## src/rtl/ra_wport_arb_if.sv

```systemverilog
// ----------------------------------------------------------------------------
// ra_wport_arb_if
//
// Purpose: bundles every bus-level signal of the register-file write-port
// arbiter so that the arbiter and its environment connect through one port.
//
// Signal summary (direction seen from the arbiter, i.e. the slave modport):
//   r0_valid/r0_ad/r0_d  in   ALU writeback request (valid, dest reg, data)
//   r0_ready             out  ALU request accepted this cycle
//   r1_valid/r1_ad/r1_d  in   load/IO writeback request
//   r1_ready             out  load/IO request accepted this cycle
//   rsv_valid/rsv_ad     in   issue stage reserves a destination register
//   qa/qb                in   source registers of the instruction in issue
//   hazard               out  qa or qb has a pending write
//   we/wad/wd            out  registered register-file write port
//   err                  out  sticky scoreboard over/underflow flag
// ----------------------------------------------------------------------------
interface ra_wport_arb_if #(
    parameter int DW = 16,
    parameter int AW = 2
);
    logic          r0_valid;
    logic [AW-1:0] r0_ad;
    logic [DW-1:0] r0_d;
    logic          r0_ready;

    logic          r1_valid;
    logic [AW-1:0] r1_ad;
    logic [DW-1:0] r1_d;
    logic          r1_ready;

    logic          rsv_valid;
    logic [AW-1:0] rsv_ad;

    logic [AW-1:0] qa;
    logic [AW-1:0] qb;
    logic          hazard;

    logic          we;
    logic [AW-1:0] wad;
    logic [DW-1:0] wd;
    logic          err;

    // Arbiter side.
    modport slave (
        input  r0_valid, r0_ad, r0_d,
        input  r1_valid, r1_ad, r1_d,
        input  rsv_valid, rsv_ad,
        input  qa, qb,
        output r0_ready, r1_ready,
        output hazard,
        output we, wad, wd,
        output err
    );

    // Requesters / issue stage / register file side.
    modport master (
        output r0_valid, r0_ad, r0_d,
        output r1_valid, r1_ad, r1_d,
        output rsv_valid, rsv_ad,
        output qa, qb,
        input  r0_ready, r1_ready,
        input  hazard,
        input  we, wad, wd,
        input  err
    );
endinterface

```

## src/rtl/ra_wport_arb.sv

```systemverilog
// ----------------------------------------------------------------------------
// ra_wport_arb
//
// Purpose: arbitrates two writeback requesters (ALU = r0, load/IO = r1) onto a
// single registered register-file write port, and keeps a small per-register
// scoreboard of pending writes used to flag read-after-write hazards for the
// instruction currently in issue.
//
// Ports:
//   clk   in   sole clock, all state changes on its rising edge
//   rst   in   synchronous active-high reset
//   bus   slave modport of ra_wport_arb_if (requests, readies, reservation,
//              hazard query, write port, error flag)
//
// Behaviour overview:
//   * Grant: a lone valid requester wins; when both are valid a 1-bit
//     round-robin pointer picks the winner and then flips to the other one.
//     Uncontended grants leave the pointer alone.
//   * Write port: the accepted request appears on we/wad/wd one cycle later.
//     wad/wd hold their last value when nothing was accepted.
//   * Scoreboard: a 2-bit saturating count per register; a reservation
//     increments, an accepted write decrements, both together cancel.
//     Overflow at 3 or underflow at 0 leaves the count alone and sets the
//     sticky err flag.
// ----------------------------------------------------------------------------
module ra_wport_arb #(
    parameter int DW = 16,
    parameter int AW = 2
) (
    input  logic          clk,
    input  logic          rst,
    ra_wport_arb_if.slave bus
);
    localparam int NREG = 2 ** AW;

    // ------------------------------------------------------------------
    // Arbitration
    // ------------------------------------------------------------------
    // ptr_q == 0 favours r0 on contention, 1 favours r1.
    logic          ptr_q;
    logic          ptr_d;
    logic          gnt0;
    logic          gnt1;
    logic          contended;
    logic          hs;
    logic [AW-1:0] hs_ad;
    logic [DW-1:0] hs_d;

    always_comb begin
        contended = bus.r0_valid & bus.r1_valid;
        gnt0      = bus.r0_valid & (~bus.r1_valid | ~ptr_q);
        gnt1      = bus.r1_valid & (~bus.r0_valid |  ptr_q);
        hs        = gnt0 | gnt1;
        // gnt0 and gnt1 are mutually exclusive, so a simple select is enough.
        hs_ad     = gnt1 ? bus.r1_ad : bus.r0_ad;
        hs_d      = gnt1 ? bus.r1_d  : bus.r0_d;
        // Only a contended grant moves the pointer; it then favours the loser,
        // which bounds the wait of a continuously valid requester to 1 cycle.
        ptr_d     = contended ? ~ptr_q : ptr_q;
    end

    assign bus.r0_ready = gnt0;
    assign bus.r1_ready = gnt1;

    // ------------------------------------------------------------------
    // Registered write port
    // ------------------------------------------------------------------
    logic          we_q;
    logic          we_d;
    logic [AW-1:0] wad_q;
    logic [AW-1:0] wad_d;
    logic [DW-1:0] wd_q;
    logic [DW-1:0] wd_d;

    always_comb begin
        we_d  = hs;
        wad_d = hs ? hs_ad : wad_q;
        wd_d  = hs ? hs_d  : wd_q;
    end

    assign bus.we  = we_q;
    assign bus.wad = wad_q;
    assign bus.wd  = wd_q;

    // ------------------------------------------------------------------
    // Pending-write scoreboard
    // ------------------------------------------------------------------
    logic [NREG-1:0][1:0] cnt_q;
    logic [NREG-1:0][1:0] cnt_d;
    logic [NREG-1:0]      inc;
    logic [NREG-1:0]      dec;
    logic [NREG-1:0]      err_set;
    logic                 err_q;
    logic                 err_d;

    generate
        for (genvar gi = 0; gi < NREG; gi++) begin : g_cnt
            assign inc[gi] = bus.rsv_valid && (bus.rsv_ad == AW'(gi));
            assign dec[gi] = hs && (hs_ad == AW'(gi));

            // A same-register reserve and write cancel out. Otherwise the count
            // saturates at 3 / floors at 0 and the attempt is reported as err.
            assign cnt_d[gi] =
                (inc[gi] && !dec[gi] && (cnt_q[gi] != 2'd3)) ? cnt_q[gi] + 2'd1 :
                (dec[gi] && !inc[gi] && (cnt_q[gi] != 2'd0)) ? cnt_q[gi] - 2'd1 :
                cnt_q[gi];

            assign err_set[gi] =
                (inc[gi] && !dec[gi] && (cnt_q[gi] == 2'd3)) ||
                (dec[gi] && !inc[gi] && (cnt_q[gi] == 2'd0));
        end
    endgenerate

    assign err_d   = err_q | (|err_set);
    assign bus.err = err_q;

    // Hazard looks only at registered counts, so a reservation or write in
    // the current cycle becomes visible one cycle later.
    assign bus.hazard = (cnt_q[bus.qa] != 2'd0) || (cnt_q[bus.qb] != 2'd0);

    // ------------------------------------------------------------------
    // State registers
    // ------------------------------------------------------------------
    // Reset discards any handshake or reservation of the same cycle because
    // the next-state values are simply ignored while rst is high.
    always_ff @(posedge clk) begin
        if (rst) begin
            ptr_q <= 1'b0;
            we_q  <= 1'b0;
            wad_q <= '0;
            wd_q  <= '0;
            cnt_q <= '0;
            err_q <= 1'b0;
        end else begin
            ptr_q <= ptr_d;
            we_q  <= we_d;
            wad_q <= wad_d;
            wd_q  <= wd_d;
            cnt_q <= cnt_d;
            err_q <= err_d;
        end
    end
endmodule

```

## src/flat_wrapper.sv

```systemverilog
// flat-port wrapper written by rule: the top's interface ports become plain ports
module ra_wport_arb_flat 
#(
    parameter int DW = 16,
    parameter int AW = 2
)
  (clk, rst, bus_r0_valid, bus_r0_ad, bus_r0_d, bus_r1_valid, bus_r1_ad, bus_r1_d, bus_rsv_valid, bus_rsv_ad, bus_qa, bus_qb, bus_r0_ready, bus_r1_ready, bus_hazard, bus_we, bus_wad, bus_wd, bus_err);
  ra_wport_arb_if #(.DW(DW), .AW(AW)) bus_i ();
  input  logic clk;
  input  logic rst;
  input wire logic [$bits(bus_i.r0_valid)-1:0] bus_r0_valid;
  input wire logic [$bits(bus_i.r0_ad)-1:0] bus_r0_ad;
  input wire logic [$bits(bus_i.r0_d)-1:0] bus_r0_d;
  input wire logic [$bits(bus_i.r1_valid)-1:0] bus_r1_valid;
  input wire logic [$bits(bus_i.r1_ad)-1:0] bus_r1_ad;
  input wire logic [$bits(bus_i.r1_d)-1:0] bus_r1_d;
  input wire logic [$bits(bus_i.rsv_valid)-1:0] bus_rsv_valid;
  input wire logic [$bits(bus_i.rsv_ad)-1:0] bus_rsv_ad;
  input wire logic [$bits(bus_i.qa)-1:0] bus_qa;
  input wire logic [$bits(bus_i.qb)-1:0] bus_qb;
  output wire logic [$bits(bus_i.r0_ready)-1:0] bus_r0_ready;
  output wire logic [$bits(bus_i.r1_ready)-1:0] bus_r1_ready;
  output wire logic [$bits(bus_i.hazard)-1:0] bus_hazard;
  output wire logic [$bits(bus_i.we)-1:0] bus_we;
  output wire logic [$bits(bus_i.wad)-1:0] bus_wad;
  output wire logic [$bits(bus_i.wd)-1:0] bus_wd;
  output wire logic [$bits(bus_i.err)-1:0] bus_err;
  assign bus_i.r0_valid = bus_r0_valid;
  assign bus_i.r0_ad = bus_r0_ad;
  assign bus_i.r0_d = bus_r0_d;
  assign bus_i.r1_valid = bus_r1_valid;
  assign bus_i.r1_ad = bus_r1_ad;
  assign bus_i.r1_d = bus_r1_d;
  assign bus_i.rsv_valid = bus_rsv_valid;
  assign bus_i.rsv_ad = bus_rsv_ad;
  assign bus_i.qa = bus_qa;
  assign bus_i.qb = bus_qb;
  assign bus_r0_ready = bus_i.r0_ready;
  assign bus_r1_ready = bus_i.r1_ready;
  assign bus_hazard = bus_i.hazard;
  assign bus_we = bus_i.we;
  assign bus_wad = bus_i.wad;
  assign bus_wd = bus_i.wd;
  assign bus_err = bus_i.err;
  ra_wport_arb #(.DW(DW), .AW(AW)) u_core (.clk(clk), .rst(rst), .bus(bus_i));
endmodule
```

## config.mk

```make
export PLATFORM = sky130hd
export DESIGN_NAME = ra_wport_arb_flat
export DESIGN_NICKNAME = d
export VERILOG_FILES = /design/src/rtl/ra_wport_arb_if.sv /design/src/rtl/ra_wport_arb.sv /design/src/flat_wrapper.sv
export SDC_FILE = /design/constraint.sdc
export NUM_CORES = 1
export LEC_CHECK = 0
export BUFFER_PORTS_ARGS = -buffer_cell sky130_fd_sc_hd__buf_2
export CORE_MARGIN = 1
export CORE_UTILIZATION = 50
export CTS_CLUSTER_SIZE = 28
export DETAILED_ROUTE_END_ITERATION = 12
export GPL_TIMING_DRIVEN = 0
export HOLD_SLACK_MARGIN = 0.12
export PLACE_DENSITY = 0.94
export SLEW_MARGIN = 30
export SYNTH_ARGS = -nofsm -noshare
export SYNTH_HDL_FRONTEND = slang
export SYNTH_SLANG_ARGS = --single-unit
```

## constraint.sdc

```tcl
create_clock -name clk -period 3.15 [get_ports clk]
set_clock_uncertainty 0.1 [all_clocks]
set_input_delay 0.4725 -clock clk [delete_from_list [all_inputs] [get_ports clk]]
set_output_delay 0.4725 -clock clk [all_outputs]
set_load 0.01 [all_outputs]
```

# After elaboration in Yosys (flattened, before gate mapping)
# Cells that the tools add are included.
# W data, S select, Z words.
[classes]
n_addsub = 8
n_lt_le_gt_ge = 2
eq_ne = 14
n_mux = 14
n_bitwise = 10
reduce_logical = 62
[op_table]
columns = ["operator", "n"]
rows = [
  ["$logic_and A1 B1 Y1", 32],
  ["$mux W2", 11],
  ["$reduce_bool A2 Y1", 10],
  ["$eq A2 B2 Y1 const B", 8],
  ["$mux W16", 1],
  ["$logic_not A2 Y1", 6],
  ["$add A2 B1 Y2 const B", 4],
  ["$bmux W2 S2", 2],
  ["$logic_not A1 Y1", 8],
  ["$ne A2 B2 Y1 const B", 4],
  ["$sub A2 B1 Y2 const B", 4],
  ["$lt A2 B3 Y1 const B", 2],
  ["$logic_or A1 B1 Y1", 5],
  ["$eq A2 B1 Y1 const B", 2],
  ["$or A1 B1 Y1", 4],
  ["$reduce_or A4 Y1", 1],
  ["$and A1 B1 Y1", 3],
  ["$not A1 Y1", 3],
]
[totals]
register_bits = 29
in_bits = 47
output_inout_bits = 23
wordCells = 119

# Longest topological paths before layout
[logic_depth]
depth_word = 12
ltp_mapped = 8
mapped_depth_nobuf = 6

# Least setup slack after synthesis
# OpenSTA, ideal clock, no wires.
[synth_timing]
kind = "input to register"
from = "input bus_r1_valid"
to = "register u_core.err_q, in the netlist u_core.bus.err"
setup_ns = 0.133
arrival_ns = 1.620
t_required_ns = 2.917
setup_slack_ns = 1.298
cell_stages = 7
path_buffers = 1
cell_sequence = "buf_4 a21boi_2 a32oi_2 a21oi_1 nor2_1 a311oi_1 a31oi_1"
[synth_via]
elab_chain_len = 11
elab_cells_between_ends = 40
classes_between = "3 x eq/ne; 1 x mux; 6 x bitwise; 30 x reduce/logical"
[synth_lines]
columns = ["element", "line_no", "text"]
rows = [
  ["from (decl)", "flat_wrapper.sv:14", "input wire logic [$bits(bus_i.r1_valid)-1:0] bus_r1_valid;"],
  ["$not A1 Y1 *", "ra_wport_arb.sv:51", "gnt0 = bus.r0_valid & (~bus.r1_valid | ~ptr_q);"],
  ["$or A1 B1 Y1 *", "ra_wport_arb.sv:51", ""],
  ["$and A1 B1 Y1 *", "ra_wport_arb.sv:51", ""],
  ["via bus_r0_ready", "flat_wrapper.sv:21", "output wire logic [$bits(bus_i.r0_ready)-1:0] bus_r0_ready;"],
  ["$or A1 B1 Y1 *", "ra_wport_arb.sv:53", "hs = gnt0 | gnt1;"],
  ["$logic_and A1 B1 Y1", "ra_wport_arb.sv:99", "assign dec[gi] = hs && (hs_ad == AW'(gi));"],
  ["$logic_not A1 Y1", "ra_wport_arb.sv:109", "(inc[gi] && !dec[gi] && (cnt_q[gi] == 2'd3)) ||"],
  ["$logic_and A1 B1 Y1 (2 in series)", "ra_wport_arb.sv:109", ""],
  ["$logic_or A1 B1 Y1", "ra_wport_arb.sv:109", ""],
  ["$reduce_or A4 Y1 *", "ra_wport_arb.sv:114", "assign err_d = err_q | (|err_set);"],
  ["$or A1 B1 Y1 *", "ra_wport_arb.sv:114", ""],
  ["to (signal assigned)", "ra_wport_arb.sv:140", "err_q <= err_d;"],
  ["to (decl)", "ra_wport_arb.sv:93", "logic err_q;"],
]
# The timed path passes the listed nets; every way through them passes the cells marked *.
# A chain may end at the register's enable or synchronous reset.

# Final worst setup path
[layout_timing]
from = "register u_core.ptr_q"
to = "output bus_r1_ready"
[layout_via]
elab_chain_len = 2
[layout_lines]
columns = ["element", "line_no", "text"]
rows = [
  ["from (decl)", "ra_wport_arb.sv:40", "logic ptr_q;"],
  ["from (signal assigned)", "ra_wport_arb.sv:135", "ptr_q <= ptr_d;"],
  ["$or A1 B1 Y1", "ra_wport_arb.sv:52", "gnt1 = bus.r1_valid & (~bus.r0_valid | ptr_q);"],
  ["$and A1 B1 Y1", "ra_wport_arb.sv:52", ""],
  ["to (decl)", "flat_wrapper.sv:22", "output wire logic [$bits(bus_i.r1_ready)-1:0] bus_r1_ready;"],
]
# Every way passes these cells.

==> metrics <==
clock tree buffer depth 2; met2 routed WL 1885 µm; outcome finished clean; Post-CTS Setup Inserts 0; ys flop type dfxtp_1; CP arrival 1.73 ns; Hold Crit Class in2reg; row cnt 20; drt initial violations 30; ratio of cells with drive above 1 in the final layout 0.3273; largest family of logic cells by synthesized area compound AO/OA/AOI/OAI gates; Root Buffer clkbuf_4; Via density 5.404; CP endpoint kind primary output; DRC violations left 0; Worst VDD drop 283.5 µV; Leakage 0.9360 nW; Initial Util 0.5248; final worst setup slack 0.8467 ns; Post-Syn Nets 250; area grow syn2layout 27.80%; input/output buffers 67; FF+latch count, synth 29; CTS tree built; First-pass DRT Iterations 4; min Tclk post-route 2.303 ns; Final Cycle Share 0.7312; cell with the most instances on the worst path buf_2; routed vias 1740; CTS buffer count 5; Final Hold Violating Endpoints 0; global-route wire length before repair 6368 µm; core area 3028 µm²; RSZ-0062 raised after global routing false; Slew @ Worst Pin 0.5170 ns; top layer in use met4; # IOs 70; # nets final 324; WL per Instance 11.95 µm; Met3 Wirelength 190 µm; Post-Synth Simple-Gate Area 0.2669; max-cap violation count 0; post-CTS sizing 0; largest net degree at the start of global routing 11; sequential area share after synthesis 0.3654; clock power share 0.253; Req. time, crit path 2.58 ns; yosys warns 0; fmax 434.2 MHz; mux contribution to synthesized area 0.02283; total power 0.8193 mW; startpoint types flip-flop; endpoints failing setup 0; vias in the first global route 1501; final wirelength 3847 µm; Crit Path Max Fanout 10; sum of net half-perimeters after detailed placement 2928 µm; Die ar. 3408 µm²; xor-xnor portion of the synthesized cell area 0.005512; # clock sinks 29; Compound-Gate Fraction of Synth Area 0.2835; adder-cell share of the synthesized area 0; Mapped Cells 203; Async SR Flop Fraction 0; combinational fraction of design power 0.250; max-slew violation count 0; Metal-1 WL 1731 µm; initial antenna violation count 0; Syn Std Cell Area 1589 µm²; Post-synth EDFFs 0; htree depth 2; GR Util All Layers 0.2427; post-layout util 0.6707; Flop pwr share 0.497; unique cell type count in the Yosys netlist 48; Ant. Diodes 0; GR Overflow Total 0; cts hold-fix bufs 0; Pint 0.5708 mW; Skew-Pair Late Insertion Delay 0.32 ns; CP max stage cell dfxtp_1; Final ANT Viol Nets 0; DP Worst Slack 1.025 ns; CP cell instances nand2b_4, buf_6, nand2_1, inv_2, buf_2, buf_2; Avg Inst Size Synth 7.828 µm²; TNS Setup 0 ns; pwr/cell area 403.5 nW/µm²; net switching power 0.2485 mW; Worst path max stage delay 0.38 ns; Clock transition at path regs 0.09 ns; switch share 0.3033; relative slew slack 0.6553; DIE WIDTH 58.38 µm; RePlAce Congestion 0.8750; critical path class reg2out; Chip Height 58.38 µm
power groups by stage:
| stage | sequential (mW) | combinational, mW | clock, mW |
|---|---|---|---|
| after CTS | 0.407 | 0.205 | 0.209 |
| after detailed placement | 0.416 | 0.204 | 0 |
| final | 0.407 | 0.205 | 0.207 |
| after global routing | 0.411 | 0.227 | 0.231 |
| after global placement | 0.415 | 0.199 | 0 |
| after floorplan | 0.425 | 0.115 | 0 |
state kept, by name, summed over array words and instances, names as in the netlist:
name and flops:
u_core.bus.wad 2, u_core.bus.we 1, u_core.bus.wd 16, u_core.ptr_q 1, u_core.bus.err 1, u_core.cnt_q 8
synthesized netlist by cell type, types with 2 or more instances:
library cell	number	area [µm²]
inv_1	2	7.510
nand2_1	43	161.4
nor3_1	9	45.04
nor3b_1	2	15.01
clkbuf_1	9	33.78
buf_2	2	10.01
a31oi_1	2	12.51
buf_6	2	22.52
o21ai_0	4	20.02
nand2b_1	2	12.51
a21oi_1	13	65.06
and3_1	2	12.51
nor2_1	24	90.09
nand3_1	2	10.01
o31ai_1	3	22.52
and2_1	2	12.51
a211oi_1	4	30.03
a311oi_1	17	148.9
dfxtp_1	29	580.6
a32oi_1	2	17.52
path summary, 6_finish.rpt:
| check | from | end | slack [ns] | cells after the start |
|---|---|---|---|---|
| setup reg to reg | u_core.ptr_q | u_core.cnt_q[0] | 1.25 | 8 |
| hold reg to reg | u_core.bus.wad[0] | u_core.bus.wad[0] | 0.40 | 2 |
| setup / recovery | u_core.ptr_q | bus_r1_ready | 0.85 | 6 |
| hold / removal | bus_r1_d[11] | u_core.bus.wd[11] | 0.31 | 3 |
stage by stage:
stage          hold slack (ns)  cells  cell area [µm²]
3_3_place_gp            0.3820    314             1979
4_1_cts                 0.3007    322             2031
2_1_floorplan           0.3880    203             1589
3_5_place_dp            0.3903    314             1979
5_1_grt                 0.2987    322             2031
6_report                0.3081    322             2031
worst max-delay path, delay by kind of cell (launching register included):
kind,cells,cell delay (ns)
AND/OR/NAND/NOR,2,0.33
buffers and inverters,4,0.70
flip-flops,1,0.38
layout by cell type, fill, tap and decap left out, types with 2 or more instances in the layout:
master	count
a311oi_1	17
o21ai_0	4
and2_1	2
buf_2	69
nand3_1	2
a21oi_1	13
nand2_1	43
buf_6	2
dfxtp_1	29
nor3b_1	2
nand2b_1	2
clkbuf_1	10
a32oi_1	2
inv_1	2
clkinv_2	2
nor2_1	24
nor3_1	9
and3_1	2
clkbuf_4	5
a211oi_1	4
o31ai_1	3
a31oi_1	2
final cells by class:
class	count	area [µm²]
Fill cell	266	997.2
Inverter	3	11.26
Clock buffer	6	41.29
Multi-Input combinational cell	156	919.6
Sequential cell	29	580.6
Timing Repair Buffer	67	335.3
Buffer	15	77.57
Clock inverter	2	10.01
Tap cell	44	55.05
layer usage:
layer  GRT usage  vias to the layer above
met1      0.3075                      802
met5           0                        -
met4      0.1054                        0
met3     0.04835                        5
met2      0.4023                       52
li1            -                      881
cells by family after synthesis:
group           count (synthesis)
simple gates                   94
compound gates                 58
flops                          29
buf+inv                        18
mux                             3
xor+xnor                        1
(Power assumes the default switching activity.)
